--- config.mk ---
export PLATFORM = sky130hd
export DESIGN_NAME = frame_downloader
export DESIGN_NICKNAME = d
export VERILOG_FILES = /design/src/rtl/frame_downloader.sv
export SDC_FILE = /design/constraint.sdc
export NUM_CORES = 1
export LEC_CHECK = 0
export BUFFER_PORTS_ARGS = -buffer_cell sky130_fd_sc_hd__clkbuf_2
export CAP_MARGIN = 20
export CORE_MARGIN = 4
export CORE_UTILIZATION = 55
export CTS_BUF_LIST = sky130_fd_sc_hd__clkbuf_16
export CTS_CLUSTER_DIAMETER = 80
export DETAILED_ROUTE_END_ITERATION = 16
export PLACE_DENSITY = 0.73
export SYNTH_ARGS = -nofsm -noshare
export SYNTH_HDL_FRONTEND = slang
export SYNTH_SLANG_ARGS = --single-unit
export TNS_END_PERCENT = 20
--- constraint.sdc ---
create_clock -name clk -period 9.5 [get_ports clk]
set_input_delay 0.95 -clock clk [delete_from_list [all_inputs] [get_ports clk]]
set_output_delay 0.95 -clock clk [all_outputs]
set_load 0.01 [all_outputs]
--- src/rtl/frame_downloader.sv ---
// Fetches a stored frame from PSRAM in bursts and serialises it into the
// 17-bit display queue: SOF, per-row SOR, pixels, EOF markers.
// Ports: clk/reset; start+base_addr kick off a frame;
// read_rq/read_ack/read_addr/mem_rd_en/read_data/data_valid talk to memory;
// queue_data/wr_en/queue_full feed the video FIFO; download_done pulses at end.
module frame_downloader #(
  parameter int MEMORY_BURST = 32,
  parameter int FRAME_WIDTH  = 640,
  parameter int FRAME_HEIGHT = 480,
  parameter int TCMD         = 19
) (
  input  logic        clk,
  input  logic        reset,
  input  logic        start,
  input  logic [20:0] base_addr,
  input  logic        read_ack,
  input  logic [31:0] read_data,
  input  logic        data_valid,
  input  logic        queue_full,
  output logic        read_rq,
  output logic [20:0] read_addr,
  output logic        mem_rd_en,
  output logic [16:0] queue_data,
  output logic        wr_en,
  output logic        download_done
);

  localparam int BURST_PX = MEMORY_BURST / 2;
  localparam int NW       = MEMORY_BURST / 4;
  localparam int WIW      = $clog2(NW);

  typedef enum logic [3:0] {
    S_IDLE, S_EMIT_FS, S_ROW_CHECK, S_EMIT_RS,
    S_REQ_WAIT, S_READ_CMD, S_CAPTURE, S_FINISH,
    S_DRAIN, S_COL_CHECK, S_EMIT_FE, S_DONE
  } state_t;

  state_t          state_q, state_d;
  logic [20:0]     addr_q, addr_d;
  logic [20:0]     raddr_q, raddr_d;
  logic [10:0]     row_q, row_d;
  logic [10:0]     col_q, col_d;
  logic [4:0]      burst_q, burst_d;
  logic [7:0]      cyc_q, cyc_d;
  logic [WIW-1:0]  widx_q, widx_d;
  logic [4:0]      px_q, px_d;
  logic [31:0]     buf_q [NW];
  logic            cap_we;

  logic [10:0] rem;
  logic [4:0]  bpx;
  logic [7:0]  cyc_inc;
  logic [31:0] word;
  logic [15:0] half;

  // pixels left in the row, clipped to one burst
  assign rem = 11'(FRAME_WIDTH) - col_q;
  assign bpx = (rem >= 11'(BURST_PX)) ? 5'(BURST_PX) : rem[4:0];
  // saturate so a very slow memory cannot wrap the TCMD guard
  assign cyc_inc = (cyc_q == 8'hFF) ? cyc_q : cyc_q + 8'd1;
  assign word = buf_q[px_q[WIW:1]];
  assign half = px_q[0] ? word[31:16] : word[15:0];

  always_ff @(posedge clk or posedge reset) begin
    if (reset) begin
      state_q <= S_IDLE;
      addr_q  <= '0;
      raddr_q <= '0;
      row_q   <= '0;
      col_q   <= '0;
      burst_q <= '0;
      cyc_q   <= '0;
      widx_q  <= '0;
      px_q    <= '0;
    end else begin
      state_q <= state_d;
      addr_q  <= addr_d;
      raddr_q <= raddr_d;
      row_q   <= row_d;
      col_q   <= col_d;
      burst_q <= burst_d;
      cyc_q   <= cyc_d;
      widx_q  <= widx_d;
      px_q    <= px_d;
    end
  end

  always_ff @(posedge clk) begin
    if (cap_we) buf_q[widx_q] <= read_data;
  end

  always_comb begin
    state_d = state_q;
    addr_d  = addr_q;
    raddr_d = raddr_q;
    row_d   = row_q;
    col_d   = col_q;
    burst_d = burst_q;
    cyc_d   = cyc_q;
    widx_d  = widx_q;
    px_d    = px_q;
    cap_we  = 1'b0;
    unique case (state_q)
      S_IDLE: if (start) begin
        addr_d  = base_addr;
        row_d   = '0;
        state_d = S_EMIT_FS;
      end
      S_EMIT_FS: if (!queue_full) state_d = S_ROW_CHECK;
      S_ROW_CHECK: begin
        if (row_q == 11'(FRAME_HEIGHT)) begin
          state_d = S_EMIT_FE;
        end else begin
          col_d   = '0;
          state_d = S_EMIT_RS;
        end
      end
      S_EMIT_RS: if (!queue_full) begin
        burst_d = bpx;
        state_d = S_REQ_WAIT;
      end
      S_REQ_WAIT: if (read_ack) begin
        raddr_d = addr_q;
        cyc_d   = '0;
        widx_d  = '0;
        state_d = S_READ_CMD;
      end
      S_READ_CMD: begin
        cyc_d   = cyc_inc;
        state_d = S_CAPTURE;
      end
      S_CAPTURE: begin
        cyc_d = cyc_inc;
        if (data_valid) begin
          cap_we = 1'b1;
          widx_d = widx_q + 1'b1;
          if (widx_q == WIW'(NW - 1)) state_d = S_FINISH;
        end
      end
      S_FINISH: begin
        cyc_d = cyc_inc;
        if (cyc_q >= 8'(TCMD)) begin
          px_d    = '0;
          state_d = S_DRAIN;
        end
      end
      S_DRAIN: if (!queue_full) begin
        px_d = px_q + 5'd1;
        if (px_q + 5'd1 == burst_q) begin
          addr_d  = addr_q + 21'(burst_q);
          col_d   = col_q + 11'(burst_q);
          state_d = S_COL_CHECK;
        end
      end
      S_COL_CHECK: begin
        if (col_q >= 11'(FRAME_WIDTH)) begin
          row_d   = row_q + 11'd1;
          state_d = S_ROW_CHECK;
        end else begin
          burst_d = bpx;
          state_d = S_REQ_WAIT;
        end
      end
      S_EMIT_FE: if (!queue_full) state_d = S_DONE;
      S_DONE: state_d = S_IDLE;
      default: state_d = S_IDLE;
    endcase
  end

  always_comb begin
    read_rq       = 1'b0;
    mem_rd_en     = 1'b0;
    wr_en         = 1'b0;
    queue_data    = '0;
    download_done = 1'b0;
    unique case (state_q)
      S_EMIT_FS: begin
        wr_en      = !queue_full;
        queue_data = wr_en ? 17'h10000 : '0;
      end
      S_EMIT_RS: begin
        wr_en      = !queue_full;
        queue_data = wr_en ? 17'h10001 : '0;
      end
      S_REQ_WAIT: read_rq = 1'b1;
      S_READ_CMD: begin
        read_rq   = 1'b1;
        mem_rd_en = 1'b1;
      end
      S_CAPTURE: read_rq = 1'b1;
      S_FINISH:  read_rq = 1'b1;
      S_DRAIN: begin
        wr_en      = !queue_full;
        queue_data = wr_en ? {1'b0, half} : '0;
      end
      S_EMIT_FE: begin
        wr_en      = !queue_full;
        queue_data = wr_en ? 17'h1FFFF : '0;
      end
      S_DONE: download_done = 1'b1;
      default: ;
    endcase
  end

  assign read_addr = raddr_q;

endmodule

==> impl_metrics.csv, run 1 <==
group,metric,value,unit
floorplan,core_area,27100,um2
sta,timing_worst_slew_pin_value,1.00,ns
critical_path,worst_path_max_delay_cell,"dfrtp_4",
critical_path,worst_r2r_startpoint,"px_q[1]$_DFFE_PP0P_",
routing,post_drt_via_cell_ratio,5.96,
sta,setup_viol,0,
finish,area_growth_from_synthesis_to_final_layout,13.1,%
placement,port_buffers,100,
critical_path,reg2reg_to,"addr_q[13]$_DFFE_PP0P_",
clock_tree,clock_insertion_delay_worst_skew,0.54,ns
floorplan,die_footprint,30400,um2
yosys,syn_avg_cell_area,15.3,um2
power_and_ir_drop,cellPowerDensity,266,nW/um2
floorplan,boundaryPins,101,
clock_tree,post_cts_resize_count,0,
yosys,async_flop_share,0.258,
yosys,synth_sequential_area_ratio,0.651,
power_and_ir_drop,p_leak,6.31,nW
clock_tree,clock-sinks,345,
yosys,postSynthCellCount,996,
sta,grt_setup_unrepaired,"false",
global_routing,grt_pass1_vias,8932,
routing,number_of_optimization_iterations_in_the_first_detailed_route_pass,7,
sta,maxSlewViolCount,0,
yosys,synth_top_area_frac,0.505,
yosys,post_synth_xor_xnor_area,0.0159,
yosys,synth_area_in_compound_gates,0.0791,
finish,layout.cells.most_common_list,"edfxtp_1 (256), nand2_1 (128), clkbuf_2 (100)",
yosys,dominant_combinational_cell_family_by_area_after_synthesis,"multiplexers",
global_routing,gr-total-overflow,0,
yosys,muxShareOfSynthArea,0.125,
critical_path,r2r_slack,5.83,ns
yosys,syn-num-nets,1074,
critical_path,critPathRequiredTime,8.55,ns
routing,ant_nets,0,
worst_hold_path,hold_path_end,"read_addr[15]$_DFFE_PP0P_",
finish,layout.filler_cells,1930,
clock_tree,cts_buffers,37,
status,run_status,"completed",
finish,design.final.nets,1182,
critical_path,critical-path-max-stage-delay,0.80,ns
global_routing,grt_usage,0.213,
yosys,synth.cell_area,15200,um2
critical_path,setup.worst_path.class,"register to primary output",
sta,final_count_of_hold_timing_violations,0,
global_routing,grt_first_pass_wirelength,50.7,mm
sta,timing.slew.headroom,0.333,
floorplan,placement_rows,60,
power_and_ir_drop,vdd_ir_drop_max,0.000175,V
yosys,synth_register_bits,345,
routing,remaining_drc_errors,0,
yosys,synth-main-ff-cell,"edfxtp_1",
finish,fin_area,17200,um2
sta,finalCritPeriodShare,0.468,
clock_tree,root_buffer_master,"clkbuf_16",
critical_path,critPathMaxFanout,34,
sta,worst_clock_skew,0.0128,ns
placement,place_congestion,0.807,
flow_run,drv_cap,0,
yosys,post_synth_num_cell_types,83,
yosys,synth_simple_gate_area_frac,0.0870,
routing,wire_per_inst,21.3,um
critical_path,worst_r2r_path_depth,8,
finish,final_layout_size_suffix_gt1_frac,0.217,
critical_path,critPathLaunchType,"register",
sta,max_freq,0.225,GHz
clock_tree,cts.path.max_buffers,3,
routing,wirelength,32.0,mm
floorplan,floorplan.die.width,174,um
routing,dr_total_vias,8961,
clock_tree,worst_setup_hold_path_clk_slew,0.05,ns
yosys,synth_area_leaders,"edfxtp_1 (50%), dfrtp_1 (15%), mux4_2 (6.7%)",
critical_path,kind_of_end_point_of_the_critical_path,"primary output",
critical_path,timing.critical_path.arrival,3.50,ns
placement,dp_hpwl,19.3,mm
clock_tree,cts.hold.buffers_added,0,
global_routing,grt_max_degree,48,
finish,insertedDiodeCount,0,
yosys,post-synth-top-area-cell,"edfxtp_1",
global_routing,grt_antenna_before_repair,1,
yosys,synthAdderAreaFrac,0.0166,
routing,initialDrtViolationCount,715,
floorplan,initial_core_util,0.562,
critical_path,cp_cell_instances,"buf_4, mux4_1, mux4_2, o21a_1, clkbuf_2",
sta,timing.final.crit_period,4.45,ns
worst_hold_path,timing.hold.worst.start,"read_addr[15]$_DFFE_PP0P_",
yosys,synth_enable_flop_cells,256,
clock_tree,tritoncts_clock_tree,"done",
floorplan,die_height,174,um
yosys,synth.yosys.warnings,0,
worst_hold_path,hold_class,"register to register",
placement,dpl-instance-area,16100,um2
clock_tree,cts_htree_levels,2,
finish,final_common_cell,"edfxtp_1",
sta,timing.setup.tns,0,ns
clock_tree,post-cts-setup-buffer-count,0,
worst_hold_path,min_delay_path_depth,2,
-- state kept, by name, summed over array words and instances (netlist names) --
name / count
buf_q: 256
addr_q: 21
read_addr: 21
col_q: 11
row_q: 11
cyc_q: 8
burst_q: 5
px_q: 5
state_q: 4
widx_q: 3
-- stage by stage --
step / setup slack [ns] / std cells / hold slack, ns / total power [mW] / utilization
global route: 4.89 / 1504 / 0.491 / 4.84 / 0.636
CTS: 5.01 / 1504 / 0.475 / 4.62 / 0.636
global placement: 5.64 / 1437 / 0.456 / 3.22 / 0.593
floorplan: 4.80 / 996 / 0.461 / 2.96 / -
finish: 5.05 / 1504 / 0.469 / 4.58 / 0.636
detailed placement: 5.62 / 1437 / 0.462 / 3.25 / 0.593
-- worst max-delay path by stage --
stage	startpoint	to	slack (ns)	depth (start not counted)
final	px_q[1]$_DFFE_PP0P_	queue_data[14]	5.05	5
after floorplan	state_q[3]$_DFFE_PP0P_	buf_q[0][0]$_DFFE_PP_	4.80	6
after CTS	px_q[1]$_DFFE_PP0P_	queue_data[13]	5.01	5
after detailed placement	px_q[1]$_DFFE_PP0P_	queue_data[9]	5.62	5
after global routing	px_q[1]$_DFFE_PP0P_	queue_data[14]	4.89	5
after global placement	px_q[1]$_DFFE_PP0P_	queue_data[15]	5.64	5
-- cells in the mapped netlist (all sizes together) (4+ instances only) --
| cell type | n |
|---|---|
| nand2 | 128 |
| mux2i | 6 |
| nand3 | 21 |
| nand2b | 8 |
| a21o | 7 |
| a31oi | 10 |
| o21a | 17 |
| o21ai | 47 |
| mux4 | 76 |
| nand4 | 13 |
| xnor2 | 15 |
| and3 | 12 |
| buf | 35 |
| o31ai | 6 |
| a22o | 5 |
| edfxtp | 256 |
| inv | 16 |
| clkbuf | 14 |
| a21oi | 40 |
| dfrtp | 89 |
| nor2 | 53 |
| nor3 | 19 |
| ha | 17 |
| xor2 | 10 |
| o22a | 4 |
| or3 | 6 |
| a211oi | 8 |
-- logic make-up after synthesis --
group,after synthesis
AO/OA/AOI/OAI,178
XOR/XNOR,26
adder cells (fa/ha/maj),19
buffers and inverters,66
flip-flops,345
multiplexers,83
AND/OR/NAND/NOR,279
-- area by class of cell --
cell class                 count  area (um2)  area share
tap                          372         465      0.0270
inverter                      17        65.1     0.00378
sequential                   345        9920       0.576
clock inverter                29         208      0.0121
multi-input combinational    585        4980       0.289
timing repair buffer         118         636      0.0369
clock buffer                  38         951      0.0552
-- worst max-delay path, delay by kind of cell, from the launching register on --
kind | cells | cell delay, ns
multiplexers | 2 | 1.14
flip-flops | 1 | 0.80
buffers and inverters | 2 | 0.76
AO/OA/AOI/OAI | 1 | 0.20
-- power breakdown --
group / total [mW] / switching [mW] / internal [mW]
Combinational: 1.16 / 0.627 / 0.529
Clock: 1.36 / 0.575 / 0.785
Sequential: 2.07 / 0.242 / 1.82
Total: 4.58 / 1.44 / 3.14
-- metal layers --
layer | share of wire | GRT usage | vias up
li1 | - | - | 4119
met1 | 0.41 | 0.289 | 4489
met2 | 0.49 | 0.358 | 299
met3 | 0.068 | 0.0418 | 50
met4 | 0.021 | 0.0538 | 4
met5 | 0.0016 | 0.0112 | -
Power figures use the tool's default switching activity.
==> run 2, diff against run 1 <==
--- a/config.mk
+++ b/config.mk
@@ -12,7 +12,7 @@
 export CTS_BUF_LIST = sky130_fd_sc_hd__clkbuf_16
 export CTS_CLUSTER_DIAMETER = 80
 export DETAILED_ROUTE_END_ITERATION = 16
-export PLACE_DENSITY = 0.73
+export PLACE_DENSITY = 0.76
 export SYNTH_ARGS = -nofsm -noshare
 export SYNTH_HDL_FRONTEND = slang
 export SYNTH_SLANG_ARGS = --single-unit
==> constraint.sdc (replaced) <==
create_clock -name clk -period 3.8 [get_ports clk]
set_input_delay 0.38 -clock clk [delete_from_list [all_inputs] [get_ports clk]]
set_output_delay 0.38 -clock clk [all_outputs]
set_load 0.01 [all_outputs]
==> run 2 against run 1 <==
Against the previous run: clock power increased by 140%; register-to-register slack worse by 5.1 ns; non-clock buffer count is 12 higher; flip-flop and latch count is the same; global-route usage is 0.95 points higher; combinational power rose to 2.5 times the previous value; first-iteration DRC count rose by 23%; routed wire length is 3.9% higher; critical endpoint is now queue_data[12].
==> impl_metrics.csv, run 2 (synthesis gave the netlist of run 1 again) <==
group,metric,value,unit
status,run_status,"completed",
finish,area_growth_from_synthesis_to_final_layout,13.5,%
critical_path,setup.worst_path.class,"register to primary output",
routing,number_of_optimization_iterations_in_the_first_detailed_route_pass,5,
critical_path,timing.critical_path.arrival,3.26,ns
sta,whs,0.116,ns
finish,final_common_cell,"edfxtp_1",
placement,dpl-instance-area,16200,um2
clock_tree,tritoncts_clock_tree,"done",
clock_tree,post-cts-setup-buffer-count,0,
finish,insertedDiodeCount,0,
sta,maxSlewViolCount,0,
routing,ant_nets,0,
sta,timing_worst_slew_pin_value,0.849,ns
routing,wire_length_on_met1,13.0,mm
critical_path,critPathRequiredTime,3.42,ns
placement,place.detailed.instances,1448,
clock_tree,cts.hold.buffers_added,1,
critical_path,timing.critical_path.from,"px_q[1]$_DFFE_PP0P_",
routing,wirelength,33.2,mm
finish,layout.filler_cells,1936,
critical_path,critPathLaunchType,"register",
critical_path,crit_end,"queue_data[12]",
floorplan,placement_rows,60,
global_routing,grt_usage,0.222,
routing,met2RoutedLength,17.0,mm
global_routing,grt_antenna_before_repair,1,
sta,timing.slew.headroom,0.430,
clock_tree,worst_setup_hold_path_clk_slew,0.06,ns
placement,port_buffers,100,
power_and_ir_drop,cellPowerDensity,660,nW/um2
power_and_ir_drop,design_power_total,11.4,mW
clock_tree,cts.path.max_buffers,3,
floorplan,core_area,27100,um2
critical_path,kind_of_end_point_of_the_critical_path,"primary output",
critical_path,worst_r2r_path_depth,8,
worst_hold_path,hold_class,"input port to register",
routing,route.met3.wl,2.57,mm
clock_tree,post_cts_resize_count,0,
critical_path,r2r_slack,0.77,ns
routing,remaining_drc_errors,0,
floorplan,floorplan.die.width,174,um
global_routing,grt_max_degree,48,
flow_run,drv_cap,0,
floorplan,boundaryPins,101,
placement,place_congestion,0.835,
routing,top_signal_layer_used,"met5",
clock_tree,root_buffer_master,"clkbuf_16",
clock_tree,clock_insertion_delay_worst_skew,0.53,ns
sta,timing.final.crit_period,3.64,ns
clock_tree,cts_htree_levels,2,
sta,grt_setup_unrepaired,"false",
sta,finalCritPeriodShare,0.959,
routing,dr_total_vias,9190,
sta,max_freq,0.275,GHz
sta,timing.setup.tns,0,ns
finish,largest_register_ff_count,256,
finish,layout.cells.most_common_list,"edfxtp_1 (256), nand2_1 (128), clkbuf_2 (100)",
critical_path,critPathMaxFanout,47,
floorplan,die_height,174,um
power_and_ir_drop,vdd_ir_drop_max,0.000442,V
critical_path,worst_r2r_startpoint,"px_q[1]$_DFFE_PP0P_",
global_routing,grt_pass1_vias,9356,
routing,wire_per_inst,22.0,um
sta,setup_viol,0,
finish,finish.cell_count_without_fillers,1509,
sta,worst_clock_skew,0.0122,ns
power_and_ir_drop,p_leak,6.32,nW
finish,fin_area,17300,um2
placement,dp_hpwl,20.0,mm
sta,final_count_of_hold_timing_violations,0,
floorplan,initial_core_util,0.562,
global_routing,gr-total-overflow,0,
critical_path,reg2reg_to,"addr_q[6]$_DFFE_PP0P_",
finish,design.final.nets,1193,
routing,initialDrtViolationCount,883,
finish,final_layout_size_suffix_gt1_frac,0.221,
clock_tree,clock-sinks,345,
clock_tree,cts_buffers,36,
global_routing,grt_first_pass_wirelength,53.0,mm
floorplan,die_footprint,30400,um2
finish,max_flop_register,"buf_q",
routing,post_drt_via_cell_ratio,6.09,
-- run 2: how the worst min path moves through the flow --
stage	endpoint	cells after the start	slack [ns]	startpoint
floorplan	read_addr[20]$_DFFE_PP0P_	2	0.46	addr_q[20]$_DFFE_PP0P_
global placement	read_addr[3]$_DFFE_PP0P_	2	0.46	read_addr[3]$_DFFE_PP0P_
detailed placement	read_addr[0]$_DFFE_PP0P_	2	0.46	read_addr[0]$_DFFE_PP0P_
CTS	buf_q[4][24]$_DFFE_PP_	1	0.09	read_data[24]
global route	addr_q[0]$_DFFE_PP0P_	3	0.10	base_addr[0]
finish	buf_q[4][24]$_DFFE_PP_	1	0.12	read_data[24]
-- run 2: layout make-up --
cell class              count  area (um2)  share of cell area
clock buffers              37         926              0.0535
clock inverters            23         155             0.00897
inverters                  17        65.1             0.00376
multi-input cells         585        4990               0.289
flip-flops and latches    345        9920               0.574
well taps                 372         465              0.0269
repair buffers            130         766              0.0443
-- run 2: power breakdown --
group | switching, mW | leakage [nW] | internal (mW)
registers | 0.651 | 3.43 | 4.56
logic | 1.58 | 2.34 | 1.36
clock network | 1.42 | 0.545 | 1.84
-- run 2: metal layers --
| metal | GRT usage | vias to the layer above |
|---|---|---|
| li1 | - | 4132 |
| met1 | 0.300 | 4607 |
| met2 | 0.378 | 396 |
| met3 | 0.0378 | 53 |
| met4 | 0.0630 | 2 |
| met5 | 0 | - |
-- run 2: critical path, stage by stage, from the launching register on --
cell,delay (ns)
dfrtp_4,0.96
buf_4,0.30
mux4_1,0.59
mux4_2,0.50
o21a_1,0.20
clkbuf_2,0.13
-- run 2: metrics by stage --
stage | utilization | setup WS, ns
CTS | 0.638 | 0.0824
detailed placement | 0.598 | 0.757
global placement | 0.598 | 0.801
floorplan | - | -0.158
finish | 0.638 | 0.157
global route | 0.638 | 0.00544
